File: config.mk
export PLATFORM = sky130hd
export DESIGN_NAME = moving_avg_stream_flat
export DESIGN_NICKNAME = d
export VERILOG_FILES = /design/src/rtl/moving_avg_stream_pkg.sv /design/src/rtl/moving_avg_stream_if.sv /design/src/rtl/moving_avg_stream_window.sv /design/src/rtl/moving_avg_stream.sv /design/src/flat_wrapper.sv
export SDC_FILE = /design/constraint.sdc
export NUM_CORES = 1
export LEC_CHECK = 0
export ABC_CLOCK_PERIOD_IN_PS = 3300
export BUFFER_PORTS_ARGS = -buffer_cell sky130_fd_sc_hd__buf_2
export CORE_ASPECT_RATIO = 0.7
export CORE_MARGIN = 10
export CORE_UTILIZATION = 50
export CTS_CLUSTER_DIAMETER = 100
export DETAILED_ROUTE_END_ITERATION = 8
export PLACE_DENSITY = 0.72
export SYNTH_ARGS = -nofsm -noshare
export SYNTH_HDL_FRONTEND = slang
export SYNTH_SLANG_ARGS = --single-unit
export TNS_END_PERCENT = 30
File: constraint.sdc
create_clock -name clk -period 3.3 [get_ports clk]
set_input_delay 0.66 -clock clk [delete_from_list [all_inputs] [get_ports clk]]
set_output_delay 0.66 -clock clk [all_outputs]
set_load 0.05 [all_outputs]
File: src/rtl/moving_avg_stream_pkg.sv
// avg_pkg: shared types and width helpers for the moving-average stage.
//   avg_state_t : window fill / steady-state run
//   sum_width   : running-sum width, wide enough that TAPS full-scale
//                 samples plus the rounding offset never wrap
//   round_ofs   : half of one LSB after the divide-by-TAPS shift
package avg_pkg;

  typedef enum logic {
    FILL = 1'b0,
    RUN  = 1'b1
  } avg_state_t;

  function automatic int sum_width(input int width, input int log2_taps);
    return width + log2_taps;
  endfunction

  function automatic int round_ofs(input int log2_taps);
    return (log2_taps == 0) ? 0 : (1 << (log2_taps - 1));
  endfunction

endpackage

File: src/rtl/moving_avg_stream_if.sv
// moving_avg_stream_if: one valid/ready stream carrying WIDTH-bit unsigned data.
//   valid : producer has data
//   ready : consumer can take data
//   data  : payload
// master modport drives valid/data, slave modport drives ready.
interface moving_avg_stream_if #(
  parameter int WIDTH = 4
) ();

  logic             valid;
  logic             ready;
  logic [WIDTH-1:0] data;

  modport master (output valid, output data, input ready);
  modport slave  (input valid, input data, output ready);

endinterface

File: src/rtl/moving_avg_stream_window.sv
// sample_window: TAPS-deep shift register of the most recent samples.
//   clk, rst_n : clock, async active-low reset (all taps to zero)
//   i_clear    : synchronous flush of every tap to zero
//   i_shift    : push i_data in at tap 0, drop the oldest tap
//   i_data     : incoming sample
//   o_oldest   : sample that falls out of the window on the next shift
module sample_window #(
  parameter int WIDTH = 4,
  parameter int TAPS  = 2
) (
  input  logic             clk,
  input  logic             rst_n,
  input  logic             i_clear,
  input  logic             i_shift,
  input  logic [WIDTH-1:0] i_data,
  output logic [WIDTH-1:0] o_oldest
);

  logic [WIDTH-1:0] r_taps [TAPS];

  always_ff @(posedge clk or negedge rst_n) begin
    if (!rst_n) begin
      for (int k = 0; k < TAPS; k++) r_taps[k] <= '0;
    end else if (i_clear) begin
      for (int k = 0; k < TAPS; k++) r_taps[k] <= '0;
    end else if (i_shift) begin
      r_taps[0] <= i_data;
      for (int k = 1; k < TAPS; k++) r_taps[k] <= r_taps[k-1];
    end
  end

  assign o_oldest = r_taps[TAPS-1];

endmodule

File: src/rtl/moving_avg_stream.sv
// moving_avg_stream: streaming mean of the last 2^LOG2_TAPS unsigned samples.
//   clk, rst_n : clock, async active-low reset
//   clear      : synchronous flush of window, sum, fill count and output
//   s_in       : input sample stream (slave)
//   m_out      : average stream (master), one result per accepted sample
//                once the window has filled
//
// state | meaning
// FILL  | window not yet full; accepts count up, no output produced
// RUN   | window full; every accept produces a new average
module moving_avg_stream
  import avg_pkg::*;
#(
  parameter int WIDTH     = 4,
  parameter int LOG2_TAPS = 1,
  parameter int ROUND     = 0
) (
  input  logic                  clk,
  input  logic                  rst_n,
  input  logic                  clear,
  moving_avg_stream_if.slave    s_in,
  moving_avg_stream_if.master   m_out
);

  localparam int TAPS  = 1 << LOG2_TAPS;
  localparam int SUMW  = sum_width(WIDTH, LOG2_TAPS);
  localparam int FILLW = LOG2_TAPS + 1;
  localparam logic [SUMW-1:0] OFS =
    (ROUND != 0) ? SUMW'(round_ofs(LOG2_TAPS)) : '0;

  avg_state_t       r_state, w_state_next;
  logic [FILLW-1:0] r_fill_cnt, w_fill_next;
  logic [SUMW-1:0]  r_sum, w_sum_next, w_rounded;
  logic [WIDTH-1:0] w_oldest, w_avg, r_out_data;
  logic             r_out_valid, w_in_ready, w_accept, w_load;

  // Ready never looks at in_valid, so there is no valid->ready loop.
  assign w_in_ready = !clear && (!r_out_valid || m_out.ready);
  assign w_accept   = s_in.valid && w_in_ready;

  sample_window #(
    .WIDTH (WIDTH),
    .TAPS  (TAPS)
  ) u_window (
    .clk      (clk),
    .rst_n    (rst_n),
    .i_clear  (clear),
    .i_shift  (w_accept),
    .i_data   (s_in.data),
    .o_oldest (w_oldest)
  );

  // Full-width running sum: the oldest sample leaves as the new one enters.
  assign w_sum_next = r_sum + SUMW'(s_in.data) - SUMW'(w_oldest);
  assign w_rounded  = w_sum_next + OFS;
  assign w_avg      = WIDTH'(w_rounded >> LOG2_TAPS);

  always_comb begin
    w_state_next = r_state;
    w_fill_next  = r_fill_cnt;
    w_load       = 1'b0;
    if (w_accept) begin
      case (r_state)
        FILL: begin
          w_fill_next = r_fill_cnt + FILLW'(1);
          if (w_fill_next == FILLW'(TAPS)) begin
            w_load       = 1'b1;
            w_state_next = RUN;
          end
        end
        RUN: begin
          w_load = 1'b1;
        end
        default: begin
          w_state_next = FILL;
        end
      endcase
    end
  end

  always_ff @(posedge clk or negedge rst_n) begin
    if (!rst_n) begin
      r_state    <= FILL;
      r_fill_cnt <= '0;
      r_sum      <= '0;
    end else if (clear) begin
      r_state    <= FILL;
      r_fill_cnt <= '0;
      r_sum      <= '0;
    end else begin
      r_state    <= w_state_next;
      r_fill_cnt <= w_fill_next;
      if (w_accept) r_sum <= w_sum_next;
    end
  end

  // A load with a simultaneous downstream take keeps valid high.
  always_ff @(posedge clk or negedge rst_n) begin
    if (!rst_n) begin
      r_out_valid <= 1'b0;
      r_out_data  <= '0;
    end else if (clear) begin
      r_out_valid <= 1'b0;
    end else if (w_load) begin
      r_out_valid <= 1'b1;
      r_out_data  <= w_avg;
    end else if (r_out_valid && m_out.ready) begin
      r_out_valid <= 1'b0;
    end
  end

  assign s_in.ready  = w_in_ready;
  assign m_out.valid = r_out_valid;
  assign m_out.data  = r_out_data;

endmodule
File: src/flat_wrapper.sv
// flat-port wrapper written by rule: the top's interface ports become plain ports
module moving_avg_stream_flat import avg_pkg::*;
#(
  parameter int WIDTH     = 4,
  parameter int LOG2_TAPS = 1,
  parameter int ROUND     = 0
)
  (clk, rst_n, clear, s_in_valid, s_in_data, s_in_ready, m_out_valid, m_out_data, m_out_ready);
  moving_avg_stream_if #(.WIDTH(WIDTH)) s_in_i ();
  moving_avg_stream_if #(.WIDTH(WIDTH)) m_out_i ();
  input  logic clk;
  input  logic rst_n;
  input  logic clear;
  input wire logic [$bits(s_in_i.valid)-1:0] s_in_valid;
  input wire logic [$bits(s_in_i.data)-1:0] s_in_data;
  output wire logic [$bits(s_in_i.ready)-1:0] s_in_ready;
  output wire logic [$bits(m_out_i.valid)-1:0] m_out_valid;
  output wire logic [$bits(m_out_i.data)-1:0] m_out_data;
  input wire logic [$bits(m_out_i.ready)-1:0] m_out_ready;
  assign s_in_i.valid = s_in_valid;
  assign s_in_i.data = s_in_data;
  assign s_in_ready = s_in_i.ready;
  assign m_out_valid = m_out_i.valid;
  assign m_out_data = m_out_i.data;
  assign m_out_i.ready = m_out_ready;
  moving_avg_stream #(.WIDTH(WIDTH), .LOG2_TAPS(LOG2_TAPS), .ROUND(ROUND)) u_core (.clk(clk), .rst_n(rst_n), .clear(clear), .s_in(s_in_i), .m_out(m_out_i));
endmodule
==> impl_metrics.json <==
{
  "slew_headroom_pct": 67.29,
  "clock_skew_ps": 3.420,
  "clkLatencyLatePin_ps": 300,
  "hold_viol": 0,
  "syn_area_mm2": 0.001149,
  "yosys.area.top_type": "dfrtp_1",
  "drive_gt1_share_pct": 16.06,
  "clockBufferDepth": 2,
  "grt_use_total_pct": 10.62,
  "cts_tree": "yes",
  "cts_root_buf": "clkbuf_4",
  "peakVddDrop_mv": 0.2848,
  "hold_path_class": "input port to asynchronous set/reset pin",
  "clk_transition_reported_paths_ps": 110,
  "insertedDiodeCount": 0,
  "gp_congestion": 0.7114,
  "async_reset_ff_share_pct": 100.0,
  "finalWirelength_mm": 2.271,
  "finalSetupViolCount": 0,
  "finish.net_count": 157,
  "min_period_ps": 2437,
  "cts_hold_buf": 0,
  "worstPathMaxFanout": 3,
  "avgRoutedWirePerCell_um": 13.44,
  "syn_inst": 123,
  "initial_utilization_pct": 52.88,
  "slowest_delay_ps": 520,
  "fin_crit_sh_pct": 73.84,
  "synth-seq-area-share_pct": 45.75,
  "cp.required_ps": 3540,
  "crit_buf_inv": 3,
  "ios": 15,
  "rows": 14,
  "worst_pin_slew_ps": 490.7,
  "arrival_ps": 2680,
  "yosysMostFrequentCell": "nand2_1",
  "via_per_inst": 4.959,
  "core_mm2": 0.002172,
  "io_buffers": 14,
  "critPathSlowestCell": "fa_1",
  "ys_top_cells_by_count": "nand2_1 (27), dfrtp_1 (21), inv_1 (17), a21oi_1 (16), ha_1 (6)",
  "synth-seq-cells": 21,
  "yosysTopAreaCellShare_pct": 45.75,
  "ys_dominant_reg_cell": "dfrtp_1",
  "power_leakage_uw": 0.0006332,
  "grt_pass1_vias": 824,
  "avgSynthCellArea_um2": 9.338,
  "die_y_um": 60.10,
  "maxSlewViolCount": 0,
  "timing.hold.ws_ps": 292.5,
  "status": "completed",
  "synth_nets": 142,
  "drt_iter0_markers": 57,
  "max_freq_ghz": 0.4104,
  "hpwl_mm": 1.718,
  "powerDensity_mw_per_mm2": 626.8,
  "dieWidth_um": 77.29,
  "tns_ps": 0,
  "ant_nets": 0,
  "antenna_found_initial": 0,
  "cp_top_family": "adder cells",
  "vias": 838,
  "syn_to_final_growth_pct": 10.46,
  "firstDrtPassIters": 4,
  "cts_sinks": 21,
  "yosysUniqueCellTypes": 29,
  "yosysWarnings": 0,
  "rsz0062_at_grt": "no",
  "max_cap_viol_count": 0,
  "cts_setup_buffers": 0,
  "cts_resized": 0,
  "gr-total-overflow": 0,
  "worst-setup-path-type": "input port to flop",
  "grt_max_degree": 22,
  "htreeDepth": 1,
  "grt_pass1_wl_mm": 3.933,
  "start_kind": "input port",
  "drc": 0,
  "end_kind": "flop",
  "synth_area_leaders": "dfrtp_1 (46%), nand2_1 (8.8%), a21oi_1 (7.0%)",
  "die_area_mm2": 0.004645,
  "cts_buffers": 3,
  "path_cells": "buf_2 > inv_1 > fa_1 > inv_1 > fa_1 > nand3_2 > a21oi_1 > or4_1 > a21oi_1",
  "synth-edff-count": 0
}
==> placed cells by master (no fill, tap or decap), types with 2 or more instances in the layout <==
| master | instances |
|---|---|
| ha_1 | 6 |
| or3_1 | 3 |
| nor2_1 | 2 |
| inv_1 | 17 |
| buf_2 | 14 |
| a21oi_1 | 16 |
| o31ai_1 | 2 |
| fa_1 | 4 |
| o21ai_0 | 3 |
| nand2_1 | 27 |
| xor2_1 | 2 |
| clkbuf_4 | 3 |
| dfrtp_1 | 21 |
==> kinds of logic after synthesis <==
family | count (synthesis) | synth area share, %
compound gates | 26 | 12.85
xor+xnor | 3 | 3.486
fa+ha+maj | 10 | 13.51
buf+inv | 21 | 6.971
flops | 21 | 45.75
mux | 1 | 0.9803
simple gates | 41 | 16.45
==> state kept, by name, indices dropped and copies added (netlist names) <==
signal	cells
u_core.m_out.data	4
u_core.r_sum	5
u_core.u_window.r_taps	4
u_core.u_window.o_oldest	4
u_core.m_out.valid	1
u_core.r_fill_cnt	2
u_core.r_state	1
==> area by class of cell <==
cell class / instances / area, um2
multi-input cells: 81 / 543.0
flip-flops and latches: 21 / 525.5
well taps: 32 / 40.04
clock buffers: 4 / 26.28
fillers: 203 / 903.4
inverters: 17 / 63.81
repair buffers: 14 / 70.07
==> path summary, 6_finish.rpt <==
kind / endpoint / slack [ps] / cells after the start / startpoint
max in group asynchronous: u_core.u_window.o_oldest[2]$_DFFE_PN0P_ / 2680 / 1 / rst_n
setup / recovery: u_core.r_sum[4]$_DFFE_PN0P_ / 860 / 9 / s_in_data[1]
hold reg to reg: u_core.m_out.data[1]$_DFFE_PN0P_ / 480 / 2 / u_core.m_out.data[1]$_DFFE_PN0P_
hold / removal: u_core.m_out.data[1]$_DFFE_PN0P_ / 290 / 1 / rst_n
setup reg to reg: u_core.r_sum[4]$_DFFE_PN0P_ / 960 / 7 / u_core.u_window.o_oldest[1]$_DFFE_PN0P_
min in group clk: u_core.m_out.data[1]$_DFFE_PN0P_ / 480 / 2 / u_core.m_out.data[1]$_DFFE_PN0P_
==> routing by layer <==
layer / vias up / wire length, um / global-route usage (%)
met2: 19 / 1118 / 19.12
met3: 4 / 98 / 3.293
met1: 390 / 1031 / 11.99
li1: 425 / - / -
met5: - / 0 / 0
met4: 0 / 23 / 3.109
==> metrics by stage <==
stage          cells  worst slack [ps]  utilization (%)  instance area [um2]  total power, uW
2_1_floorplan    123             739.8                -                 1149            597.8
3_3_place_gp     165             604.7            57.20                 1242            666.1
3_5_place_dp     165             532.3            57.20                 1242            679.4
4_1_cts          169             864.1            58.41                 1269            806.2
5_1_grt          169             775.4            58.41                 1269            853.1
6_report         169             863.3            58.41                 1269            795.3
==> power breakdown <==
part | switching, uW | internal [uW] | total, uW
clock network | 77.0 | 47.2 | 124
logic | 227 | 119 | 346
registers | 23.3 | 302 | 325
total | 327 | 468 | 795
Power figures use the tool's default switching activity.
